### config.mk
export PLATFORM = sky130hd
export DESIGN_NAME = wb_arbiter
export DESIGN_NICKNAME = d
export VERILOG_FILES = /design/src/rtl/wb_arbiter.sv
export SDC_FILE = /design/constraint.sdc
export NUM_CORES = 1
export LEC_CHECK = 0
export ABC_AREA = 1
export BUFFER_PORTS_ARGS = -buffer_cell sky130_fd_sc_hd__buf_2
export CAP_MARGIN = 5
export CORE_AREA = 2 2 66 68
export CTS_CLUSTER_SIZE = 40
export DETAILED_ROUTE_END_ITERATION = 10
export DIE_AREA = 0 0 68 70
export PLACE_DENSITY = 0.78
export SETUP_SLACK_MARGIN = 0.5
export SLEW_MARGIN = 20
export SYNTH_ARGS = -nofsm -noshare
export SYNTH_HDL_FRONTEND = slang
export SYNTH_SLANG_ARGS = --single-unit
### constraint.sdc
create_clock -name clk -period 2 [get_ports clk]
set_clock_uncertainty 0.2 [all_clocks]
set_input_delay 0.1 -clock clk [delete_from_list [all_inputs] [get_ports clk]]
set_output_delay 0.1 -clock clk [all_outputs]
set_load 0.05 [all_outputs]
### src/rtl/wb_arbiter.sv
// Register-file writeback arbiter: pipeline writes win, multi-cycle results queue in a FIFO.
// Optional macro WB_ARB_SCOREBOARD_EN enables the per-register pending-write busy decode.
module wb_arbiter #(
  parameter int FIFO_DEPTH = 2,
  parameter int STARVE_MAX = 4
) (
  input  logic       clk,
  input  logic       rst,
  input  logic       ex_wen,
  input  logic       ex_src,
  input  logic [7:0] ex_s,
  input  logic [7:0] ex_add,
  input  logic [2:0] ex_rd,
  input  logic       mc_valid,
  output logic       mc_ready,
  input  logic [2:0] mc_rd,
  input  logic [7:0] mc_data,
  output logic       rf_we,
  output logic [2:0] rf_waddr,
  output logic [7:0] rf_wdata,
  output logic       stall,
  output logic [7:0] busy
);

  localparam int CW = $clog2(FIFO_DEPTH + 1);
  localparam int PW = $clog2(FIFO_DEPTH);
  localparam int SW = $clog2(STARVE_MAX + 1);

  typedef enum logic [0:0] {ST_RUN = 1'b0, ST_DRAIN = 1'b1} state_t;

  state_t          state_q, state_d;
  logic [CW-1:0]   count_q, count_d;
  logic [PW-1:0]   rd_ptr_q, rd_ptr_d, wr_ptr_q, wr_ptr_d;
  logic [SW-1:0]   starve_q, starve_d;
  logic [2:0]      mem_rd_q   [FIFO_DEPTH];
  logic [2:0]      mem_rd_d   [FIFO_DEPTH];
  logic [7:0]      mem_data_q [FIFO_DEPTH];
  logic [7:0]      mem_data_d [FIFO_DEPTH];
  logic            rf_we_q, rf_we_d;
  logic [2:0]      rf_waddr_q, rf_waddr_d;
  logic [7:0]      rf_wdata_q, rf_wdata_d;
  logic            push_s, pop_s, lose_s, empty_s;

  // Only entries present before this edge can be granted, so a push never bypasses.
  assign empty_s  = (count_q == CW'(0));
  assign mc_ready = (count_q != CW'(FIFO_DEPTH));
  assign push_s   = mc_valid && mc_ready;
  assign pop_s    = !ex_wen && !empty_s;
  assign lose_s   = ex_wen && !empty_s;

  // Datapath: FIFO storage, pointers, occupancy and registered write port.
  always_comb begin
    mem_rd_d   = mem_rd_q;
    mem_data_d = mem_data_q;
    rd_ptr_d   = rd_ptr_q;
    wr_ptr_d   = wr_ptr_q;
    count_d    = count_q;
    rf_we_d    = 1'b0;
    rf_waddr_d = rf_waddr_q;
    rf_wdata_d = rf_wdata_q;
    if (push_s) begin
      mem_rd_d[wr_ptr_q]   = mc_rd;
      mem_data_d[wr_ptr_q] = mc_data;
      wr_ptr_d             = wr_ptr_q + PW'(1);
    end else begin
      wr_ptr_d = wr_ptr_q;
    end
    if (ex_wen) begin
      rf_we_d    = 1'b1;
      rf_waddr_d = ex_rd;
      rf_wdata_d = ex_src ? ex_add : ex_s;
    end else if (pop_s) begin
      rf_we_d    = 1'b1;
      rf_waddr_d = mem_rd_q[rd_ptr_q];
      rf_wdata_d = mem_data_q[rd_ptr_q];
      rd_ptr_d   = rd_ptr_q + PW'(1);
    end else begin
      rf_we_d = 1'b0;
    end
    if (push_s && !pop_s) begin
      count_d = count_q + CW'(1);
    end else if (pop_s && !push_s) begin
      count_d = count_q - CW'(1);
    end else begin
      count_d = count_q;
    end
  end

  // Starvation counter and RUN/DRAIN sequencing.
  always_comb begin
    state_d  = state_q;
    starve_d = '0;
    if (lose_s) begin
      starve_d = (starve_q == SW'(STARVE_MAX)) ? starve_q : starve_q + SW'(1);
    end else begin
      starve_d = '0;
    end
    case (state_q)
      ST_RUN: begin
        if (lose_s && (starve_q == SW'(STARVE_MAX - 1))) state_d = ST_DRAIN;
        else state_d = ST_RUN;
      end
      ST_DRAIN: begin
        if (count_d == CW'(0)) begin
          state_d  = ST_RUN;
          starve_d = '0;
        end else begin
          state_d = ST_DRAIN;
        end
      end
      default: state_d = ST_RUN;
    endcase
  end

  // State registers; reset discards any queued entries.
  always_ff @(posedge clk or negedge rst) begin
    if (!rst) begin
      state_q    <= ST_RUN;
      count_q    <= '0;
      rd_ptr_q   <= '0;
      wr_ptr_q   <= '0;
      starve_q   <= '0;
      rf_we_q    <= 1'b0;
      rf_waddr_q <= 3'd0;
      rf_wdata_q <= 8'h00;
      for (int i = 0; i < FIFO_DEPTH; i++) begin
        mem_rd_q[i]   <= 3'd0;
        mem_data_q[i] <= 8'h00;
      end
    end else begin
      state_q    <= state_d;
      count_q    <= count_d;
      rd_ptr_q   <= rd_ptr_d;
      wr_ptr_q   <= wr_ptr_d;
      starve_q   <= starve_d;
      rf_we_q    <= rf_we_d;
      rf_waddr_q <= rf_waddr_d;
      rf_wdata_q <= rf_wdata_d;
      mem_rd_q   <= mem_rd_d;
      mem_data_q <= mem_data_d;
    end
  end

  assign rf_we    = rf_we_q;
  assign rf_waddr = rf_waddr_q;
  assign rf_wdata = rf_wdata_q;
  assign stall    = (state_q == ST_DRAIN);

`ifdef WB_ARB_SCOREBOARD_EN
  logic [7:0]    busy_s;
  logic [PW-1:0] off_s;

  // An entry is valid when its distance from the read pointer is below the occupancy.
  always_comb begin
    busy_s = 8'h00;
    off_s  = '0;
    for (int i = 0; i < FIFO_DEPTH; i++) begin
      off_s = PW'(i) - rd_ptr_q;
      if (CW'(off_s) < count_q) busy_s[mem_rd_q[i]] = 1'b1;
      else busy_s = busy_s;
    end
  end

  assign busy = busy_s;
`else
  assign busy = 8'h00;
`endif

endmodule

==> flow_summary.toml <==
[clock_tree]
clock_sinks = 42
cts_buffers = 5
cts_tree = "yes"
clk-insertion-delay-late_ns = 0.31
cts_buffer_depth = 2
cts_max_level = 2
clk_pin_slew_ns = 0.08
root_buffer = "clkbuf_8"

[sta]
slew_headroom_pct = 62.6
hold_viol = 0
setup_viol = 0
fin_tns_setup_ns = 0
max_slew.worst_pin.slew_ns = 0.561
max_freq_ghz = 0.596
rsz0062_at_grt = "yes"
setup_ws_ns = 0.321
drv_slew = 0
fin_crit_sh_pct = 83.9
min_period_ns = 1.68

[global_routing]
overflow = 0
first_global_vias = 1854
grt_max_degree = 43
antenna_found_initial = 0
grt_usage_pct = 24.2
grt_first_pass_wirelength_mm = 8.54

[cells_and_area]
final_net_count = 367
fin_area_sq_mm = 0.00312
drive_above_1_share_pct = 39.3
area_delta_synth_final_pct = 52.5
antenna_cells = 0

[setup_path]
r2r-end = "starve_q[1]$_DFF_PN0_"
start_kind = "register"
crit_path_end_kind = "register"
r2r_setup_slack_ns = 0.32
reg2reg_depth = 8
critPathKind = "reg -> reg"
required_ns = 2.04
timing.rr.start = "count_q[0]$_DFF_PN0_"
arrival_ns = 1.72
cp_max_fo = 7

[min_path]
min_to = "rf_waddr[2]$_DFFE_PN0P_"
worstHoldPathCells = 3
min_from = "ex_wen"
hp-class = "in -> reg"

[die]
rows = 24
die_area_sq_mm = 0.00476
io_pins = 57
die_w_microns = 68
die_h_microns = 70
initial_core_util_pct = 49.4
core_sq_mm = 0.00414

[job]
maxCapViolCount = 0

[detailed_routing]
wirelength_mm = 6.35
drt_pass1_iterations = 4
remaining_drc_errors = 0
antenna_left = 0
vias_per_cell = 5.41
drt_iter0_drc = 230
vias = 2056
wire_per_inst_microns = 16.7

[synthesis]
seq_area_frac_synth_pct = 51.3
synth.area.mux_share_pct = 0
yosys_warnings = 0
synth.distinct_cells = 24
syn_area_sq_mm = 0.00205
syn_avg_cell_area_sq_um = 8.75
synth_compound_area_share_pct = 17.9
syn_inst = 234
synth_top_family_by_area = "compound AO/OA/AOI/OAI gates"
synth_fa_ha_area_share_pct = 3.05
ys_ff_latch = 42
synth_xor_area_share_pct = 0.428
synth_simple_gate_area_share_pct = 16.6

[place]
place_area_sq_mm = 0.00235
dp_hpwl_mm = 3.33
place.gp.congestion = 0.828
post-place-ws_ns = 0.239
io_buffers = 48

[power]
p_leak_nw = 1.51
peakVddDrop_uv = 753
p_per_area_mw_per_mm2 = 1510

[run_status]
outcome = "completed"
## per-stage QoR
step           power (mW)  std cells  hold slack [ns]  util, %
4_1_cts              4.13        372          0.00464     69.5
3_5_place_dp         3.25        328         -0.00408     56.8
6_report             4.72        380           0.0323     75.4
5_1_grt              4.97        380           0.0409     75.4
2_1_floorplan        2.83        241           -0.396        -
3_3_place_gp         3.18        328         -0.00573     56.8
## worst max-delay path: stages (launching register included)
cell and delay, ns:
dfrtp_1 0.40, inv_2 0.09, ha_4 0.19, nor2_4 0.17, buf_6 0.18, nand3b_1 0.15, nand3_4 0.11, nor2_4 0.05
nor2_1 0.08
## routing by layer
metal / GRT usage (%) / vias up / part of all wire [%]
met5: 0 / - / 0
met4: 12.9 / 0 / 3.5
met3: 4.03 / 23 / 7.4
met2: 37.2 / 110 / 51
met1: 32.1 / 985 / 38
li1: - / 938 / -
## cell type report
| cell class | count | area (sq um) |
|---|---|---|
| clock buffers | 5 | 68.8 |
| inverters | 26 | 105 |
| multi-input cells | 157 | 1060 |
| fillers | 248 | 1020 |
| well taps | 52 | 65.1 |
| clock inverters | 3 | 40.0 |
| repair buffers | 95 | 727 |
| flip-flops and latches | 42 | 1050 |
## how the worst max path moves through the flow
stage                                     from                         to  cells after the start
after floorplan           count_q[1]$_DFF_PN0_    mem_rd_q[3]$_DFFE_PN0P_                      8
after global placement    count_q[0]$_DFF_PN0_  mem_data_q[3]$_DFFE_PN0P_                      6
after detailed placement  count_q[1]$_DFF_PN0_  mem_data_q[4]$_DFFE_PN0P_                      4
after CTS                 count_q[0]$_DFF_PN0_      starve_q[1]$_DFF_PN0_                      9
after global routing      count_q[0]$_DFF_PN0_      starve_q[0]$_DFF_PN0_                      8
final                     count_q[0]$_DFF_PN0_      starve_q[1]$_DFF_PN0_                      8
## cells in the final DEF, fill, tap and decap left out, types with 4 or more instances in the layout
cell           instances
buf_2                 48
dfrtp_1               41
nand2_1               35
dlygate4sd3_1         33
nor2_1                24
o21ai_2               23
inv_1                 22
o21ai_0               15
nand2_2                9
conb_1                 8
buf_4                  8
o221ai_1               6
clkbuf_8               5
nand2_4                4
## cell usage after synthesis
cell	count	share of area [%]
inv_1	25	4.6
nand3_2	1	0.49
inv_2	1	0.18
xor2_1	1	0.43
o21ai_2	11	4.7
buf_6	2	1.1
nor2_1	26	4.8
o21ai_0	32	7.8
nand3b_1	1	0.37
o211ai_1	3	1.1
ha_1	5	3.1
buf_4	8	2.9
nand2_2	1	0.31
dfrtp_1	42	51
buf_2	4	0.98
clkbuf_1	4	0.73
nand3_1	4	0.98
o221ai_1	8	3.4
nor2_2	2	0.61
or2_1	1	0.31
a21oi_1	2	0.49
a21o_1	1	0.37
conb_1	1	0.18
nand2_1	48	8.8
## registers in the layout, summed over array words and instances (netlist names)
name,count
rd_ptr_q,1
mem_data_q,16
rf_we,1
count_q,2
rf_waddr,3
mem_rd_q,6
starve_q,3
stall,1
rf_wdata,8
wr_ptr_q,1
## where the power goes
group | leakage, nW | switching (mW) | total (mW) | internal [mW]
Clock | 0.0579 | 0.299 | 0.666 | 0.367
Sequential | 0.517 | 0.347 | 1.58 | 1.23
Combinational | 0.933 | 1.57 | 2.47 | 0.907
Total | 1.51 | 2.21 | 4.72 | 2.51
## what timing repair did
item	CTS	global route
endpoints found under the setup margin	37	36
gates resized for setup	14	62
hold buffers	33	0
buffers inserted	2	4
hold endpoints to repair	76	0
pin swaps	4	21
gates cloned	1	4
## cell families (layout without fill, tap and decap cells)
family / Yosys count / after routing
AND/OR/NAND/NOR: 84 / 86
AO/OA/AOI/OAI: 57 / 57
buffers and inverters: 44 / 129
other: 1 / 8
flip-flops: 42 / 42
XOR/XNOR: 1 / 1
adder cells (fa/ha/maj): 5 / 5
(Power assumes the default switching activity.)
